--- src/rtl/dcc_enable_sequencer.sv ---
// Purpose : sequences CE changes of NCH DCC clock gates, one change at a time,
//           with a programmable settle interval and optional break-before-make.
// Latency : done at T+1 (no-op), T+1+SETTLE (normal), T+1+2*SETTLE (exclusive).
// Backpressure: req_ready is high only in IDLE; requests wait until it returns.
//
// Ports:
//   clk, rst_n          clock, asynchronous active-low reset
//   req_valid/req_ready request handshake; req_ch/req_en sampled on accept only
//   dcc_ce[NCH]         registered CE to each DCC (static channels held at 1)
//   busy                high from the cycle after accept through the done cycle
//   done                one-cycle completion pulse
//   err, err_cnt        only with DCC_SEQ_ERR_EN defined: error pulse for
//                       static/out-of-range targets, saturating 8-bit count
module dcc_enable_sequencer #(
  parameter int               NCH         = 4,
  parameter int               CHW         = 2,
  parameter int               SETTLE      = 16,
  parameter int               EXCLUSIVE   = 0,
  parameter logic [NCH-1:0]   STATIC_MASK = '0
) (
  input  logic           clk,
  input  logic           rst_n,
  input  logic           req_valid,
  output logic           req_ready,
  input  logic [CHW-1:0] req_ch,
  input  logic           req_en,
  output logic [NCH-1:0] dcc_ce,
  output logic           busy,
  output logic           done
`ifdef DCC_SEQ_ERR_EN
  ,
  output logic           err,
  output logic [7:0]     err_cnt
`endif
);

  typedef enum logic [2:0] {
    IDLE       = 3'd0,
    SETTLE_OFF = 3'd1,
    APPLY_ON   = 3'd2,
    SETTLE_ON  = 3'd3,
    DONE       = 3'd4
  } state_t;

  localparam logic [7:0]     SETTLE_LD = 8'(SETTLE - 1);
  localparam logic [NCH-1:0] DYN_MASK  = ~STATIC_MASK;

  state_t         state;
  logic [7:0]     cnt;
  logic [NCH-1:0] tgt_q;

  // Request decode, evaluated against the live CE vector at the accept edge.
  logic [NCH-1:0] tgt_mask;
  logic           in_range;
  logic           tgt_static;
  logic           same_state;
  logic           others_on;
  logic           is_err_noop;
  logic           is_noop;
  logic           do_excl;

  always_comb begin
    tgt_mask = '0;
    for (int i = 0; i < NCH; i++) begin
      tgt_mask[i] = (req_ch == CHW'(i));
    end
  end

  // An out-of-range index decodes to an all-zero mask.
  assign in_range    = |tgt_mask;
  assign tgt_static  = |(tgt_mask & STATIC_MASK);
  assign same_state  = ((|(tgt_mask & dcc_ce)) == req_en);
  assign others_on   = |(dcc_ce & DYN_MASK & ~tgt_mask);
  assign is_err_noop = !in_range || tgt_static;
  assign is_noop     = is_err_noop || same_state;
  assign do_excl     = (EXCLUSIVE != 0) && req_en && others_on;

  always_ff @(posedge clk or negedge rst_n) begin
    if (!rst_n) begin
      state     <= IDLE;
      cnt       <= 8'd0;
      tgt_q     <= '0;
      dcc_ce    <= STATIC_MASK;
      req_ready <= 1'b0;
      busy      <= 1'b0;
      done      <= 1'b0;
`ifdef DCC_SEQ_ERR_EN
      err       <= 1'b0;
      err_cnt   <= 8'd0;
`endif
    end else begin
      done <= 1'b0;
`ifdef DCC_SEQ_ERR_EN
      err  <= 1'b0;
`endif
      case (state)
        IDLE: begin
          // Also covers the first edge after reset release.
          req_ready <= 1'b1;
          if (req_valid && req_ready) begin
            req_ready <= 1'b0;
            busy      <= 1'b1;
            tgt_q     <= tgt_mask;
            if (is_noop) begin
              state <= DONE;
              done  <= 1'b1;
`ifdef DCC_SEQ_ERR_EN
              if (is_err_noop) begin
                err <= 1'b1;
                if (err_cnt != 8'hFF) begin
                  err_cnt <= err_cnt + 8'd1;
                end
              end
`endif
            end else if (do_excl) begin
              // Break first: drop every other dynamic channel, make later.
              dcc_ce <= (dcc_ce & ~(DYN_MASK & ~tgt_mask)) | STATIC_MASK;
              cnt    <= SETTLE_LD;
              state  <= (SETTLE == 1) ? APPLY_ON : SETTLE_OFF;
            end else begin
              dcc_ce <= (req_en ? (dcc_ce | tgt_mask) : (dcc_ce & ~tgt_mask))
                        | STATIC_MASK;
              cnt    <= SETTLE_LD;
              state  <= SETTLE_ON;
            end
          end
        end

        SETTLE_OFF: begin
          // The final off-settle cycle is spent in APPLY_ON.
          cnt <= cnt - 8'd1;
          if (cnt == 8'd1) begin
            state <= APPLY_ON;
          end
        end

        APPLY_ON: begin
          // Off-settle complete at this edge: turn the target on.
          dcc_ce <= dcc_ce | tgt_q | STATIC_MASK;
          cnt    <= SETTLE_LD;
          state  <= SETTLE_ON;
        end

        SETTLE_ON: begin
          if (cnt == 8'd0) begin
            state <= DONE;
            done  <= 1'b1;
          end else begin
            cnt <= cnt - 8'd1;
          end
        end

        DONE: begin
          busy      <= 1'b0;
          req_ready <= 1'b1;
          state     <= IDLE;
        end

        default: begin
          state <= IDLE;
        end
      endcase
    end
  end

endmodule
--- config.mk ---
export PLATFORM = sky130hd
export DESIGN_NAME = dcc_enable_sequencer
export DESIGN_NICKNAME = d
export VERILOG_FILES = /design/src/rtl/dcc_enable_sequencer.sv
export SDC_FILE = /design/constraint.sdc
export NUM_CORES = 1
export LEC_CHECK = 0
export ABC_AREA = 0
export BUFFER_PORTS_ARGS = -buffer_cell sky130_fd_sc_hd__buf_4
export CAP_MARGIN = 40
export CORE_MARGIN = 2
export CORE_UTILIZATION = 56
export CTS_CLUSTER_SIZE = 10
export DETAILED_ROUTE_END_ITERATION = 10
export PLACE_DENSITY = 0.88
export REMOVE_ABC_BUFFERS = 1
export SLEW_MARGIN = 25
export SYNTH_ARGS = -nofsm -noshare
export SYNTH_HDL_FRONTEND = slang
export SYNTH_SLANG_ARGS = --single-unit
export TNS_END_PERCENT = 20
--- constraint.sdc ---
create_clock -name clk -period 2.4 [get_ports clk]
set_clock_uncertainty 0.15 [all_clocks]
set_input_delay 0.48 -clock clk [delete_from_list [all_inputs] [get_ports clk]]
set_output_delay 0.48 -clock clk [all_outputs]
set_load 0.05 [all_outputs]
== Word level (Yosys, flattened, before mapping) ==
Index checks and enable logic that the tools add are counted.

* Muxes and demuxes: 21
* Equal/unequal tests: 14
* Bitwise gates (word level): 5
* $add $sub $neg: 1
* Reductions and logical operators: 16

{| class="wikitable"
|+ Operators with widths
! cell !! number
|-
| $pmux 8 s4 || 1
|-
| $mux 8 || 3
|-
| $mux 3 || 4
|-
| $mux 4 || 3
|-
| $pmux 3 s4 || 1
|-
| $ne 2x2->1 const B || 5
|-
| $and 4x4->4 || 2
|-
| $eq 8x1->1 const B || 1
|-
| $logic_not 8->1 || 1
|-
| $or 4x4->4 || 2
|-
| $pmux 4 s2 || 1
|-
| $reduce_or 4->1 || 2
|-
| $sub 8x1->8 const B || 1
|-
| $eq 3x2->1 const B || 2
|-
| $pmux 1 s2 || 3
|-
| $reduce_and 3->1 || 2
|-
| $mux 1 || 5
|-
| $eq 2x2->1 const B || 2
|-
| $not 4->4 || 1
|-
| $reduce_and 2->1 || 2
|-
| $reduce_and 4->1 || 1
|-
| $reduce_bool 2->1 || 2
|-
| $reduce_bool 4->1 || 1
|-
| $eq 3x1->1 const B || 1
|-
| 8 further kinds || 8
|}

* Logic and storage cells: 64
* Bits in registers: 22

== Logic depth before layout (Yosys ltp) ==
* Word-level depth: 8
* Gate-level depth with buffers: 7

== Worst setup path after synthesis ==
No wires, ideal clock.

* Path type: reg-to-reg
* Start: register req_ready
* End: register with a tool-made name
* Clock period less this slack: 2.193 ns
* Arrival time: 1.898 ns
* Path buffers: 0
* Library setup time: 0.144 ns
* Stages on the path, launching flop included: 6
* Data required time: 2.106 ns
* Slack: 0.207 ns
* Path through: dfrtp_1 nand2_1 or4_1 or2_2 o31ai_1 o31ai_1

{| class="wikitable"
|+ RTL lines
! item !! RTL line !! text
|-
| start, declared || 24 || <nowiki>output logic req_ready,</nowiki>
|-
| start signal, assigned || 84 || <nowiki>req_ready <= 1'b0;</nowiki>
|-
| start signal, assigned || 99 || <nowiki>req_ready <= 1'b1;</nowiki>
|-
| start signal, assigned || 101 || <nowiki>req_ready <= 1'b0;</nowiki>
|}

== Worst setup path after layout ==
* Start: register cnt[0]
* End: register cnt[5]

* Longest elaborated chain between the ends: 3
* Elaborated cells between the ends (all ways): 6

{| class="wikitable"
|+ RTL lines
! item !! RTL line !! text
|-
| start, declared || 49 || <nowiki>logic [7:0] cnt;</nowiki>
|-
| start signal, assigned || 131 || <nowiki>cnt <= cnt - 8'd1;</nowiki>
|-
| start signal, assigned || 149 || <nowiki>cnt <= cnt - 8'd1;</nowiki>
|-
| $sub 8x1->8 or $logic_not 8->1 (tied branches) || 131, 149, 145 ||
|-
| $mux 8 or $ne 2x2->1 (tied branches) || - ||
|-
| $pmux 8 s4 or $reduce_and 4->1 (tied branches) || - ||
|}

Several ways; a longest one is shown, not always the timed one. The select of a mux whose other input is x is not followed.
A chain may end at the register's enable or synchronous reset.

==> flow_summary.ini <==
[run_status]
outcome = completed

[power_and_ir_drop]
powerDensity_mw_per_mm2 = 1210
vdd_drop_max_mv = 1.05
p_leak_nw = 0.601

[worst_setup_path]
r2r_cells = 7
path_delay_family = simple AND/OR/NAND/NOR gates
r2r-end = cnt[5]
cp-end-kind = register
r2r_start = cnt[0]
cp-start-kind = register
path_max_fanout = 5
worstSetupEndpoint = cnt[5]
crit_type = register to register
rrSetupSlack_ns = 0.19
critical_path_arrival_ns = 2.26
slowest_stage = dfrtp_1
crit_start = cnt[0]
slowest_delay_ns = 0.45
required_ns = 2.45
critPathMostFrequentCell = nor3b_1
worst-path-buf-inv = 1
crit_chain = inv_1 > ha_1 > nor3b_1 > nand4_1 > nor3b_1 > nor2b_1 > o211a_1
crit_cells = 7

[routing]
dr_wl_met3_um = 92
drc_errors = 0
drtPass1Iterations = 4
wl_met1_um = 1160
drt_wl_total_um = 2620
wl_per_cell_um = 15.9
vias = 1041
top_layer_used = met4
drtAntennaViolNets = 0
drt_iter0_drc = 25
via_per_inst = 6.31
wl_met2_um = 1310

[final_layout]
drive_gt1_share_pct = 20.3
n_fill_cell = 151
insertedDiodeCount = 0
area_growth_pct = 16.0
seqCellArea_um2 = 551
multi_input_area_um2 = 602
layout.nets = 147
fin_cells = 165

[sta]
hold_violations = 0
relSlewSlack_pct = 65.2
layout_min_cycle_time_ns = 2.21
rsz0062_at_grt = no
finalSetupViolCount = 0
setup_tns_ns = 0
maxSlewViolCount = 0
fin_crit_sh_pct = 91.9
fmax_mhz = 453
tightest_slew_ns = 0.521

[cts]
ctsHtreeMaxLevel = 1
cts_buffers = 3
clock_sinks = 22
cts_setup_buffers = 0
clock_latency_ns = 0.30
cts_root_buf = clkbuf_4
cts_buffer_depth = 2
cts_tree = done
clkTransAtPathRegs_ns = 0.12

[floorplan]
die_y_um = 50.0
chipWidth_um = 50.0
std_cell_rows = 16
io_pins = 13
start_util_pct = 59.7
dieArea_mm2 = 0.00250
fp.coreArea_mm2 = 0.00198

[place]
portBuffers = 12
place_hpwl_um = 1970
dp.cells = 160
place_congestion = 0.901

[global_routing]
grt_max_degree = 23
grt_antenna_before_repair = 0
track_usage_pct = 24.5
grt_overflow = 0
grt_pass1_wl_um = 4570
first_global_vias = 1012

[synthesis]
avgSynthCellArea_um2 = 9.77
yosysTopAreaCell = dfrtp_1
netlist_top_cells_count = dfrtp_1 (22), nand2_1 (11), a21oi_1 (9), nor2_1 (8), o21ai_0 (8)
synthArstFlopShare_pct = 100
yosysTopAreaCellShare_pct = 46.6
ys_seq_area_share_pct = 46.6
netlist-cell-type-count = 37
yosys-top-cells-area = dfrtp_1 (47%), a21oi_1 (3.8%), o31ai_1 (3.8%)
synth_most_common_cell = dfrtp_1
synthesis.area_mm2 = 0.00118
ys.flop_type = dfrtp_1
synth_warnings = 0
synth-seq-cells = 22
syn_inst = 121
synth-edff-count = 0

[job]
cap_violations = 0

[hold_path]
hp-class = input port to register
-- worst min path at each step --
stage	from	endpoint	slack [ns]	cells after the start
2_1_floorplan	rst_n	asynchronous set/reset pin	0.03	0
3_3_place_gp	rst_n	tgt_q[2]	0.23	1
3_5_place_dp	rst_n	asynchronous set/reset pin	0.23	1
4_1_cts	req_ch[1]	tgt_q[0]	0.27	2
5_1_grt	req_ch[1]	tgt_q[0]	0.27	2
6_report	req_ch[1]	tgt_q[0]	0.27	2
-- what timing repair did --
action | in CTS | in global routing
hold endpoints to repair | 22 | 0
gates resized for setup | 0 | 0
hold buffers | 1 | 0
-- where the power goes --
| group | internal [mW] | total, mW | switching [mW] |
|---|---|---|---|
| clock network | 0.0926 | 0.202 | 0.110 |
| registers | 0.495 | 0.605 | 0.111 |
| logic | 0.295 | 0.845 | 0.551 |
-- through the flow --
| step | utilization [%] | setup slack, ns | hold slack [ns] | power (mW) | instance area (µm²) |
|---|---|---|---|---|---|
| final | 69.2 | 0.194 | 0.274 | 1.65 | 1370 |
| after global routing | 69.2 | 0.0271 | 0.275 | 1.76 | 1370 |
| after CTS | 69.2 | 0.193 | 0.273 | 1.65 | 1370 |
| after detailed placement | 66.9 | 0.141 | 0.232 | 1.45 | 1330 |
| after global placement | 66.9 | 0.216 | 0.228 | 1.40 | 1330 |
| after floorplan | - | 0.0394 | 0.0344 | 1.17 | 1160 |
-- kinds of logic after synthesis --
| logic type | count (synthesis) | share of synthesized area, % |
|---|---|---|
| buf+inv | 8 | 2.54 |
| mux | 2 | 2.86 |
| fa+ha+maj | 2 | 2.12 |
| simple gates | 42 | 19.5 |
| flops | 22 | 46.6 |
| xor+xnor | 1 | 1.38 |
| compound gates | 44 | 25.1 |
-- metal layers --
| metal | vias up | GRT usage (%) |
|---|---|---|
| met2 | 27 | 40.7 |
| met4 | 0 | 8.33 |
| met1 | 516 | 31.2 |
| li1 | 492 | - |
| met5 | - | 0 |
| met3 | 6 | 5.76 |
-- layout make-up --
class / count / area share (%)
multi-input cells: 91 / 43.9
flip-flops and latches: 22 / 40.1
repair buffers: 18 / 10.0
clock buffers: 4 / 2.65
well taps: 27 / 2.46
inverters: 3 / 0.821
-- placed cells by master (no fill, tap or decap), types with 4 or more instances in the layout --
| cell type | n |
|---|---|
| nand2_1 | 11 |
| o211ai_1 | 4 |
| buf_4 | 17 |
| o21ai_0 | 8 |
| dfrtp_1 | 22 |
| o31ai_1 | 6 |
| nor2_1 | 8 |
| a21oi_1 | 9 |
Power figures use the tool's default switching activity.
